[src/rtl/keypad_matrix_scanner.sv]
// rtl/keypad_matrix_scanner.sv - matrix keypad scanner with debounce and press/release event handshake
module keypad_matrix_scanner #(
    parameter int ROWS     = 4,
    parameter int COLS     = 4,
    parameter int SCAN_DIV = 100000,
    parameter int DEBOUNCE = 3,
    localparam int CODE_W  = $clog2(ROWS * COLS)
) (
    input  logic              clk,
    input  logic              reset,
    input  logic [ROWS-1:0]   row,
    output logic [COLS-1:0]   col,
    output logic              key_valid,
    output logic [CODE_W-1:0] key_code,
    output logic              key_release,
    input  logic              key_ack,
    output logic              key_down,
    output logic              overflow,
    input  logic              clr_ovf
);
    localparam int N     = ROWS * COLS;
    localparam int DIV_W = $clog2(SCAN_DIV);
    localparam int IDX_W = (COLS > 1) ? $clog2(COLS) : 1;
    localparam int CNT_W = $clog2(DEBOUNCE + 1);

    localparam logic [DIV_W-1:0]  DIV_LAST  = DIV_W'(SCAN_DIV - 1);
    localparam logic [IDX_W-1:0]  IDX_LAST  = IDX_W'(COLS - 1);
    localparam logic [CNT_W-1:0]  CNT_MAX   = CNT_W'(DEBOUNCE);
    localparam logic [CODE_W-1:0] CODE_LAST = CODE_W'(N - 1);

    typedef enum logic [1:0] {IDLE, SEARCH, HOLD} state_t;

    state_t            state;
    logic [ROWS-1:0]   row_meta;
    logic [ROWS-1:0]   row_sync;
    logic [DIV_W-1:0]  div;
    logic [IDX_W-1:0]  col_idx;
    logic [N-1:0]      raw;
    logic [N-1:0]      cand;
    logic [N-1:0]      debounced;
    logic [N-1:0]      reported;
    logic [CNT_W-1:0]  cnt;
    logic [CODE_W-1:0] search_idx;

    logic              step;
    logic              frame_end;
    logic [IDX_W-1:0]  idx_next;
    logic [COLS-1:0]   col_next;
    logic [N-1:0]      raw_next;
    logic [N-1:0]      cand_next;
    logic [CNT_W-1:0]  cnt_next;
    logic              deb_update;
    logic              ovf_set;

    // raw_next folds in the column being latched this cycle, so the frame-end
    // comparison sees the complete frame rather than the previous one.
    always_comb begin
        step      = (div == DIV_LAST);
        frame_end = step && (col_idx == IDX_LAST);
        idx_next  = (col_idx == IDX_LAST) ? '0 : col_idx + 1'b1;
        col_next  = '1;
        for (int c = 0; c < COLS; c++) begin
            if (IDX_W'(c) == idx_next) begin
                col_next[c] = 1'b0;
            end
        end
        raw_next = raw;
        for (int r = 0; r < ROWS; r++) begin
            for (int c = 0; c < COLS; c++) begin
                if (IDX_W'(c) == col_idx) begin
                    raw_next[r*COLS+c] = ~row_sync[r];
                end
            end
        end
        if (raw_next == cand) begin
            cand_next = cand;
            cnt_next  = (cnt == CNT_MAX) ? cnt : cnt + 1'b1;
        end else begin
            cand_next = raw_next;
            cnt_next  = CNT_W'(1);
        end
        deb_update = frame_end && (cnt_next == CNT_MAX) && (cand_next != debounced);
        // A bit flipping back before its previous change was reported is a lost event pair.
        ovf_set    = deb_update && (|((debounced ^ cand_next) & (reported ^ debounced)));
    end

    always_ff @(posedge clk) begin
        if (reset) begin
            row_meta    <= '1;
            row_sync    <= '1;
            div         <= '0;
            col_idx     <= '0;
            col         <= ~COLS'(1);
            raw         <= '0;
            cand        <= '0;
            debounced   <= '0;
            reported    <= '0;
            cnt         <= CNT_MAX;
            state       <= IDLE;
            search_idx  <= '0;
            key_valid   <= 1'b0;
            key_code    <= '0;
            key_release <= 1'b0;
            key_down    <= 1'b0;
            overflow    <= 1'b0;
        end else begin
            row_meta <= row;
            row_sync <= row_meta;

            if (step) begin
                div     <= '0;
                col_idx <= idx_next;
                col     <= col_next;
                raw     <= raw_next;
            end else begin
                div <= div + 1'b1;
            end

            if (frame_end) begin
                cand <= cand_next;
                cnt  <= cnt_next;
                if (deb_update) begin
                    debounced <= cand_next;
                end
            end

            key_down <= |debounced;

            if (ovf_set) begin
                overflow <= 1'b1;
            end else if (clr_ovf) begin
                overflow <= 1'b0;
            end

            case (state)
                IDLE: begin
                    if ((debounced != reported) && !key_valid) begin
                        search_idx <= '0;
                        state      <= SEARCH;
                    end
                end
                SEARCH: begin
                    if (debounced[search_idx] != reported[search_idx]) begin
                        key_code             <= search_idx;
                        key_release          <= ~debounced[search_idx];
                        reported[search_idx] <= debounced[search_idx];
                        key_valid            <= 1'b1;
                        state                <= HOLD;
                    end else if (search_idx == CODE_LAST) begin
                        state <= IDLE;
                    end else begin
                        search_idx <= search_idx + 1'b1;
                    end
                end
                HOLD: begin
                    if (key_ack) begin
                        key_valid <= 1'b0;
                        state     <= IDLE;
                    end
                end
                default: state <= IDLE;
            endcase
        end
    end
endmodule

[config.mk]
export PLATFORM = sky130hd
export DESIGN_NAME = keypad_matrix_scanner
export DESIGN_NICKNAME = d
export VERILOG_FILES = /design/src/rtl/keypad_matrix_scanner.sv
export SDC_FILE = /design/constraint.sdc
export NUM_CORES = 1
export LEC_CHECK = 0
export ABC_AREA = 1
export BUFFER_PORTS_ARGS = -buffer_cell sky130_fd_sc_hd__buf_2
export CAP_MARGIN = 5
export CORE_UTILIZATION = 67
export CTS_BUF_LIST = sky130_fd_sc_hd__clkbuf_16
export CTS_CLUSTER_DIAMETER = 40
export DETAILED_ROUTE_END_ITERATION = 10
export GPL_ROUTABILITY_DRIVEN = 0
export PLACE_DENSITY = 0.92
export SETUP_SLACK_MARGIN = 0.4
export SLEW_MARGIN = 10
export SYNTH_ARGS = -nofsm -noshare
export SYNTH_HDL_FRONTEND = slang
export SYNTH_SLANG_ARGS = --single-unit
[constraint.sdc]
create_clock -name clk -period 3.5 [get_ports clk]
set_input_delay 0.35 -clock clk [delete_from_list [all_inputs] [get_ports clk]]
set_output_delay 0.35 -clock clk [all_outputs]
set_load 0.02 [all_outputs]
# Word level (Yosys, flattened, before mapping)
# Index checks and enable logic that the tools add are counted.
[op_classes]
mux = 45
add_sub_neg = 4
n_reduce_logical = 21
eq_ne = 23
magnitude_cmp = 2
n_bitwise = 8
[ops]
columns = ["op", "count"]
rows = [
  ["16-bit inequality test", 2],
  ["16-bit OR reduction", 2],
  ["16-bit bitwise XOR", 2],
  ["1-bit 2-to-1 mux", 27],
  ["17-bit by 1-bit adder with 17-bit output (second input constant)", 1],
  ["17-bit == test (second input constant)", 1],
  ["16-bit AND", 1],
  ["16-bit bitwise mux", 1],
  ["16-bit == test", 1],
  ["16-bit 2-to-1 mux", 1],
  ["2-bit 2-to-1 mux", 7],
  ["4-bit 2-to-1 mux", 3],
  ["2-bit inequality test (second input constant)", 5],
  ["1-bit binary-select mux with 4-bit select", 2],
  ["2-bit == test (first input constant)", 4],
  ["2-bit == test (second input constant)", 4],
  ["4-bit case mux with 2 select lines", 1],
  ["1-bit logical AND", 6],
  ["2-bit zero test", 3],
  ["2-bit case mux with 3 select lines", 1],
  ["3-bit AND reduction", 2],
  ["2-bit nonzero test", 3],
  ["4-bit by 5-bit less-than comparator with 1-bit output (second input constant)", 1],
  ["1-bit NOT", 5],
  ["other kinds (14)", 17],
]
[totals]
wordCells = 120
out_inout_bits = 12
regBits = 111

# Depth between registers and ports, before layout
[logic_depth]
word_depth = 9
ltp_mapped = 17

# Least setup slack after synthesis
# No wires, ideal clock.
[synth_path]
kind = "reg-to-reg"
start = "reg col_idx[0]"
end = "reg debounced[12]"
n_path_buf = 1
path_stages_with_launch = 15
required_ns = 3.387
setup_slack_ns = 1.414
setup_time_ns = 0.113
arrival_ns = 1.973
path_cell_list = "dfxtp_1 > inv_1 > ha_1 > inv_2 > nand2_1 > nand2_2 > xor2_1 > nand2_1 > nor2_1 > nand2_1 > nor2_4 > nand3_4 > buf_4 > nor2_1 > nor2_1"
[synth_between]
elab_chain_cells = 8
[synth_lines]
columns = ["element", "line_no", "source"]
rows = [
  ["start: declaration", "37", "logic [IDX_W-1:0] col_idx;"],
  ["start signal: assignment", "112", "col_idx <= idx_next;"],
  ["branches (longest 8 deep; another with 16-bit == test)", "n/a", ""],
  ["end signal: assignment", "123", "debounced <= cand_next;"],
  ["end: declaration", "40", "logic [N-1:0] debounced;"],
]
# Several ways; the timed one is not identified.
# A chain may end at the register's enable or synchronous reset.

# Worst setup path after layout
[layout_path]
start = "reg col_idx[0]"
end = "reg debounced[11]"
# Same word-level chain as after synthesis.

==> flow_summary.toml <==
[status]
status = "completed"

[power]
clockPowerShare = 0.453
p_leak_nw = 3.23
irDropWorstVdd_uv = 399
p_seq_frac = 0.521
power_density_mw_per_mm2 = 364
total_power_w = 0.00245
p_int_w = 0.00187
power_switching_w = 0.000581
p_comb_frac = 0.026
switching_share = 0.237

[clock_network]
cts.sinks = 111
cts_tree = "built"
numCtsBuffers = 9
cts_root_buffer = "clkbuf_16"
cts_hold_buf = 0
ctsResizeCount = 0
cts_setup_buffers = 0
htreeDepth = 3
clkTransAtPathRegs_ns = 0.08
cts_buffer_depth = 2
insertion_delay_ns = 0.37

[synth]
synth_simple_gate_area_frac = 0.382
synth-edff-count = 0
yosysUniqueCellTypes = 34
synth_top_family_by_area = "simple AND/OR/NAND/NOR gates"
synthAdderAreaFrac = 0.0258
syn_inst = 990
yosysSeqAreaShare = 0.352
synth_compound_area_frac = 0.112
synth.top_cells.by_area = "dfxtp_1 35%, nand2_1 18%, nor2_1 6.5%"
ys_ff_latch = 111
synth_mux_area_frac = 0
synth_warnings = 0
syn_area_mm2 = 0.00631
synth_flop_cell = "dfxtp_1"
synth_top_area_frac = 0.352
syn_nets = 1011
synth_xor_area_frac = 0.0333
synth_largest_area_cell = "dfxtp_1"
syn_avg_cell_area_um2 = 6.37
synthArstFlopShare = 0

[cells_and_area]
fin_nets = 1012
syn2layout_area_growth_pct = 6.74
layout_common_cells = "304 x nand2_1, 111 x dfxtp_1, 108 x nor2_1"
n_fill_cell = 706
fin_area_mm2 = 0.00673
diodes = 0
layout_commonest_cell = "nand2_1"
drive_gt1_frac = 0.0783

[min_path]
hp-start = "row[1]"
hold_end = "row_meta[1]"
hp-class = "input port to flop"
hold-path-cell-count = 2

[routing]
detail_route.first_pass.iterations = 6
viasPerCell = 5.66
routedWlPerCell_um = 14.1
dr_total_vias = 6266
drt_wl_total_um = 15600
route.antenna.remaining_nets = 0
drt_iter0_drc = 542
drc_errors = 0

[global_route]
grtUsageTotal = 0.337
grt_overflow = 0
grt_max_degree = 72
grt_pass1_vias = 5809
antenna_found_initial = 0
grt_pass1_wl_um = 26000

[floorplan]
fp-row-count = 35
dieArea_mm2 = 0.00981
core_mm2 = 0.00920
start_util = 0.686
io-pin-count = 20
die_w_um = 99.0
die_y_um = 99.0

[sta]
hold_violations = 0
worst_pin_slew_ns = 0.953
skew_ns = 0.0107
min_period_ns = 2.67
finalCritPeriodShare = 0.762
max_freq_mhz = 375
setup_viol = 0
slew_headroom = 0.364
fin_setup_tns_ns = 0
rsz0062_at_grt = "no"
slew_violations = 0

[worst_setup_path]
worstPathMaxFanout = 32
cp-end-kind = "flop"
arrival_ns = 2.93
reg2reg_from = "col_idx[0]"
r2r_setup_slack_ns = 0.83
start_kind = "flop"
r2r_end = "debounced[11]"
crit_required_ns = 3.76
crit_type = "flop to flop"
ff2ff_path_depth = 13

[placement]
place_area_mm2 = 0.00641
dp.final_hpwl_um = 11000
numPortBuffers = 19

[run]
cap_violations = 0
==> power groups by stage <==
stage | clock network (W) | logic, W | registers [W]
floorplan | 0 | 0.0000461 | 0.00130
global placement | 0 | 0.0000601 | 0.00130
detailed placement | 0 | 0.0000618 | 0.00131
CTS | 0.00112 | 0.0000620 | 0.00128
global route | 0.00117 | 0.0000699 | 0.00128
finish | 0.00111 | 0.0000627 | 0.00128
==> cells by family after synthesis <==
logic type | count (synthesis)
AND/OR/NAND/NOR | 560
AO/OA/AOI/OAI | 136
buffers and inverters | 146
adder cells (fa/ha/maj) | 13
flip-flops | 111
XOR/XNOR | 24
==> worst max path at each step <==
stage	to	slack (ns)	cells past startpoint	from
finish	debounced[11]	0.83	13	col_idx[0]
global route	debounced[11]	0.57	14	col_idx[0]
detailed placement	debounced[0]	0.91	13	col_idx[1]
CTS	debounced[11]	0.86	13	col_idx[0]
global placement	debounced[12]	0.99	12	col_idx[1]
floorplan	debounced[12]	1.41	14	col_idx[0]
==> worst max-delay path: stages (launching register included) <==
cell     delay, ns
dfxtp_1       0.43
inv_1         0.16
ha_1          0.30
inv_1         0.19
nand2_1       0.12
nand2_1       0.19
xor2_1        0.17
nand2_1       0.06
nor2_1        0.13
nand2_2       0.07
nor2_4        0.14
nand3_4       0.30
nor2_1        0.22
nor2_1        0.07
==> stage by stage <==
| stage | hold slack, ns | std cells | worst slack (ns) | util |
|---|---|---|---|---|
| 2_1_floorplan | 0.389 | 990 | 1.41 | - |
| 3_3_place_gp | 0.391 | 1091 | 0.994 | 0.697 |
| 3_5_place_dp | 0.401 | 1091 | 0.909 | 0.697 |
| 4_1_cts | 0.153 | 1107 | 0.864 | 0.732 |
| 5_1_grt | 0.159 | 1107 | 0.571 | 0.732 |
| 6_report | 0.159 | 1107 | 0.833 | 0.732 |
==> synthesized netlist by cell type, types with 13 or more instances <==
library cell    n
a21oi_1        76
clkbuf_1       17
dfxtp_1       111
ha_1           13
inv_1         101
nand2_1       304
nand2_2        13
nand3_1        68
nand4_1        29
nor2_1        109
o21ai_0        49
xor2_1         22
==> sequential cells by signal, indices dropped and copies added, names as in the netlist, 4 cells and up <==
register	cells
raw	16
debounced	16
search_idx	4
div	17
row_meta	4
key_code	4
col	4
cand	16
row_sync	4
reported	16
==> per-layer routing <==
metal  global-route usage  vias up  part of all wire
li1                     -     3160                 -
met1                0.416     2766              0.42
met2                0.546      286              0.46
met3               0.0837       54             0.087
met4                0.176        0             0.035
met5                    0        -                 0
==> final cells by class <==
cell class,instances,area [µm²],area share
Inverter,112,420,0.0624
Tap cell,111,139,0.0206
Sequential cell,111,2220,0.330
Clock buffer,9,225,0.0335
Timing Repair Buffer,24,133,0.0197
Clock inverter,7,100,0.0149
Multi-Input combinational cell,733,3490,0.519
Note: power is estimated with default switching activity, not from simulation.
